File: src/rtl/dmem_responder.sv
// dmem_responder: dCPU bus memory responder with wait states, ready pulse, mapped output port and backdoor load.
module dmem_responder #(
  parameter int WAIT_STATES = 0,
  parameter logic [7:0] OUT_ADDR = 8'hFF
) (
  input  logic       clk,
  input  logic       rst,
  input  logic [7:0] addr,
  input  logic       R,
  input  logic       W,
  input  logic [7:0] data_in,
  output logic [7:0] mem_out,
  output logic       ready,
  output logic       err,
  output logic [7:0] out_port,
  input  logic       load_en,
  input  logic [7:0] load_addr,
  input  logic [7:0] load_data
);
  if (WAIT_STATES < 0 || WAIT_STATES > 15) begin : g_bad_wait
    $error("WAIT_STATES must be in 0..15");
  end
  localparam logic [3:0] WS = 4'(WAIT_STATES);
  typedef enum logic {IDLE, BUSY} state_t;
  typedef enum logic [1:0] {OP_RD, OP_WR, OP_BOTH} op_t;
  state_t     state;
  op_t        op;
  logic [3:0] cnt;
  logic [7:0] a, d, rdata;
  logic [7:0] ram [256];
  logic       done, do_wr;
  assign done    = state == BUSY && cnt == 4'd0;
  assign do_wr   = !rst && done && op == OP_WR && a != OUT_ADDR;
  assign mem_out = !R ? rdata : 8'h00;
  always_ff @(posedge clk) begin
    if (rst) begin
      state    <= IDLE;
      cnt      <= 4'd0;
      rdata    <= 8'h00;
      ready    <= 1'b0;
      err      <= 1'b0;
      out_port <= 8'h00;
    end else begin
      ready <= 1'b0;
      if (state == IDLE) begin
        if (!R || !W) begin
          a     <= addr;
          d     <= data_in;
          op    <= (!R && !W) ? OP_BOTH : !R ? OP_RD : OP_WR;
          cnt   <= WS;
          state <= BUSY;
        end
      end else if (cnt != 4'd0) begin
        cnt <= cnt - 4'd1;
      end else begin
        ready <= 1'b1;
        state <= IDLE;
        if (op == OP_RD) rdata <= a == OUT_ADDR ? out_port : ram[a];
        if (op == OP_WR && a == OUT_ADDR) out_port <= d;
        if (op == OP_BOTH) err <= 1'b1;
      end
    end
  end
  // Backdoor load comes last so it overrides a same-cycle bus write.
  always_ff @(posedge clk) begin
    if (do_wr) ram[a] <= d;
    if (load_en) ram[load_addr] <= load_data;
  end
endmodule

File: config.mk
export PLATFORM = sky130hd
export DESIGN_NAME = dmem_responder
export DESIGN_NICKNAME = d
export VERILOG_FILES = /design/src/rtl/dmem_responder.sv
export SDC_FILE = /design/constraint.sdc
export NUM_CORES = 2
export LEC_CHECK = 0
export CORE_ASPECT_RATIO = 0.7
export CORE_MARGIN = 2
export CORE_UTILIZATION = 60
export DETAILED_ROUTE_END_ITERATION = 10
export PLACE_DENSITY = 0.75
export SLEW_MARGIN = 20
export SYNTH_ARGS = -nofsm -noshare
export SYNTH_HDL_FRONTEND = slang
export SYNTH_SLANG_ARGS = --single-unit
File: constraint.sdc
create_clock -name clk -period 8.6 [get_ports clk]
set_clock_uncertainty 0.1 [all_clocks]
set_input_delay 1.72 -clock clk [delete_from_list [all_inputs] [get_ports clk]]
set_output_delay 1.72 -clock clk [all_outputs]
set_load 0.02 [all_outputs]
==> flow_summary.json <==
{
  "status": "finished clean",
  "dp_worst_setup_slack_ps": 2650,
  "synth_area_per_cell_sq_um": 15.8,
  "ir_drop_uv": 226,
  "grt.total_usage_pct": 38.3,
  "die-area_sq_mm": 0.185,
  "synth.area.top_cells": "edfxtp_1, mux2_2, mux4_2",
  "r2r_cells": 10,
  "rsz0062_at_grt": "false",
  "yosys_register_bits": 2097,
  "hpwl_mm": 213,
  "clock_path_buffers": 3,
  "ctsHtreeMaxLevel": 4,
  "setup_violations": 0,
  "final_layout_size_suffix_gt1_share_pct": 44.8,
  "nFillCells": 12600,
  "core_area_sq_mm": 0.180,
  "clkSinkCount": 2097,
  "grt_max_degree": 169,
  "max_cap_violations": 0,
  "min_path_type": "reg2reg",
  "final_max_slew_viol_count": 0,
  "syn_area_sq_mm": 0.109,
  "hold_path_end": "err$_SDFFE_PP0P_",
  "postCtsSetupBuffers": 0,
  "area_growth_pct": 7.13,
  "die_w_um": 513,
  "whs_path_depth": 2,
  "ys_types": 76,
  "rows": 130,
  "finalPower_uw": 22600,
  "period_share_pct": 63.7,
  "netlist.area_leader.share_pct": 57.0,
  "via_per_inst": 7.65,
  "synth.most_common_cell": "mux2_2",
  "min_from": "err$_SDFFE_PP0P_",
  "drt_wl_total_mm": 359,
  "postLayoutCoreUtil_pct": 64.9,
  "syn_nets": 6940,
  "async_reset_ff_share_pct": 0,
  "route.detailed.drc": 0,
  "fmax_ghz": 0.183,
  "hold_viol_final": 0,
  "grt_pass1_wl_mm": 504,
  "cts_root_buffer": "clkbuf_16",
  "ys_warn_count": 0,
  "crit_path_start_kind": "flop",
  "synth_edf_count": 2066,
  "initial_core_util_pct": 60.5,
  "reg2reg_to": "rdata[6]$_SDFFE_PP0P_",
  "gr-total-overflow": 0,
  "path_class": "reg2reg",
  "synth_seq_area_share_pct": 57.5,
  "numPortBuffers": 54,
  "synth-main-ff-cell": "edfxtp_1",
  "yosysTopAreaCell": "edfxtp_1",
  "crit_arrival_ps": 6100,
  "numCtsBuffers": 196,
  "boundaryPins": 55,
  "dieHeight_um": 360,
  "crit_required_ps": 9220,
  "synthTopCellsByCount": "mux2_2, edfxtp_1, clkbuf_1, mux4_2, nor2_1",
  "detail-route-antenna-nets": 0,
  "leakage_uw": 0.0364,
  "critical_path.max_fanout": 93,
  "ff2ff_setup_slack_ps": 3120,
  "fin_crit_ps": 5480,
  "fin_ws_ps": 3120,
  "globalplace.congestion": 0.953,
  "cts_tree": "done",
  "cts.repair.resized": 0,
  "relSlewSlack_pct": 9.66,
  "layout.nets": 6586,
  "wl_per_cell_um": 39.3,
  "power.density_mw_per_mm2": 194,
  "fin_setup_tns_ps": 0,
  "postSynthCellCount": 6902,
  "holdBufCountCts": 0,
  "tightest_slew_ps": 1340,
  "via_count": 69800,
  "cp-end-kind": "flop",
  "first_pass_iters": 6,
  "grt_pass1_vias": 66200,
  "clock_latency_ps": 870,
  "antenna_found_initial": 21,
  "clkSlewWorstSetupHoldPaths_ps": 70,
  "first_iter_violations": 12500
}
power by group:
| part | switching, uW | leakage, uW | internal, uW |
|---|---|---|---|
| clock | 4010 | 0.00299 | 4660 |
| sequential | 61.8 | 0.0188 | 11300 |
| combinational | 1660 | 0.0146 | 1000 |
kinds of logic after synthesis:
| group | count (synthesis) | synth area share (%) |
|---|---|---|
| AO/OA/AOI/OAI | 620 | 3.70 |
| multiplexers | 2687 | 32.4 |
| adder cells (fa/ha/maj) | 1 | 0.0115 |
| flip-flops | 2097 | 57.5 |
| buffers and inverters | 762 | 3.32 |
| AND/OR/NAND/NOR | 735 | 3.03 |
flip-flops by register name (all words and copies together), names as in the netlist, named ones only:
signal    flops
state         1
ready         1
d             8
op            2
cnt           4
a             8
rdata         8
out_port      8
err           1
ram        2048
critical path, cell delays in order (launching register included):
cell and delay (ps):
dfxtp_4 890, buf_12 640, buf_4 850, mux4_2 640, a22oi_1 180, nand2_1 160
nor4_1 630, buf_4 290, a211oi_1 50, a21boi_0 620, o2bb2ai_1 130
cell usage in the layout (no fill, tap or decap), types with 11 or more instances in the layout:
cell	n
mux2_2	2077
edfxtp_1	2066
mux4_2	432
nor2_1	261
nand2_1	212
o22ai_1	211
clkbuf_16	202
mux2i_1	153
buf_4	129
o21ai_0	67
a22oi_1	60
o21ai_1	59
a21oi_1	57
clkinv_1	51
clkbuf_1	50
nand3_1	48
clkdlybuf4s50_1	46
a211oi_1	38
nor2b_1	37
o221ai_1	34
clkinv_2	33
diode_2	31
mux4_1	25
dfxtp_1	25
nand2b_1	22
buf_12	19
nand2_2	18
nor3_1	18
o211ai_1	17
and2_1	14
nand4_1	14
or2_2	12
nor4_1	12
a22o_1	12
a31oi_1	11
bufinv_16	11
per-layer routing:
| layer | share of wire (%) | global-route usage [%] | up-vias |
|---|---|---|---|
| met1 | 37 | 54.5 | 35800 |
| met3 | 17 | 16.3 | 944 |
| met4 | 4.6 | 15.6 | 14 |
| met2 | 41 | 51.4 | 6270 |
| met5 | 0.047 | 0 | - |
| li1 | - | - | 26800 |
worst max path at each step:
stage / start / endpoint / cells after the start
after floorplan: R / mem_out[0] / 2
after global placement: rst / ram[35][7]$_DFFE_PP_ / 6
after detailed placement: rst / ram[3][4]$_DFFE_PP_ / 6
after CTS: flop / rdata[6]$_SDFFE_PP0P_ / 10
after global routing: flop / rdata[6]$_SDFFE_PP0P_ / 10
final: flop / rdata[6]$_SDFFE_PP0P_ / 10
area by class of cell:
| type | instances | area, sq um | share of cell area, % |
|---|---|---|---|
| Tap cell | 2376 | 2970 | 2.55 |
| Antenna cell | 31 | 77.6 | 0.0665 |
| Timing Repair Buffer | 202 | 1930 | 1.65 |
| Multi-Input combinational cell | 4043 | 42900 | 36.8 |
| Clock buffer | 255 | 5280 | 4.53 |
| Inverter | 8 | 30.0 | 0.0257 |
| Sequential cell | 2097 | 62700 | 53.7 |
| Clock inverter | 109 | 833 | 0.714 |
per-stage QoR:
stage	hold slack (ps)	cell area (sq um)	std cells
after global placement	360	110000	8725
after CTS	379	117000	9089
after global routing	405	117000	9098
after floorplan	375	109000	6902
final	384	117000	9121
after detailed placement	365	110000	8725
(Power assumes the default switching activity.)
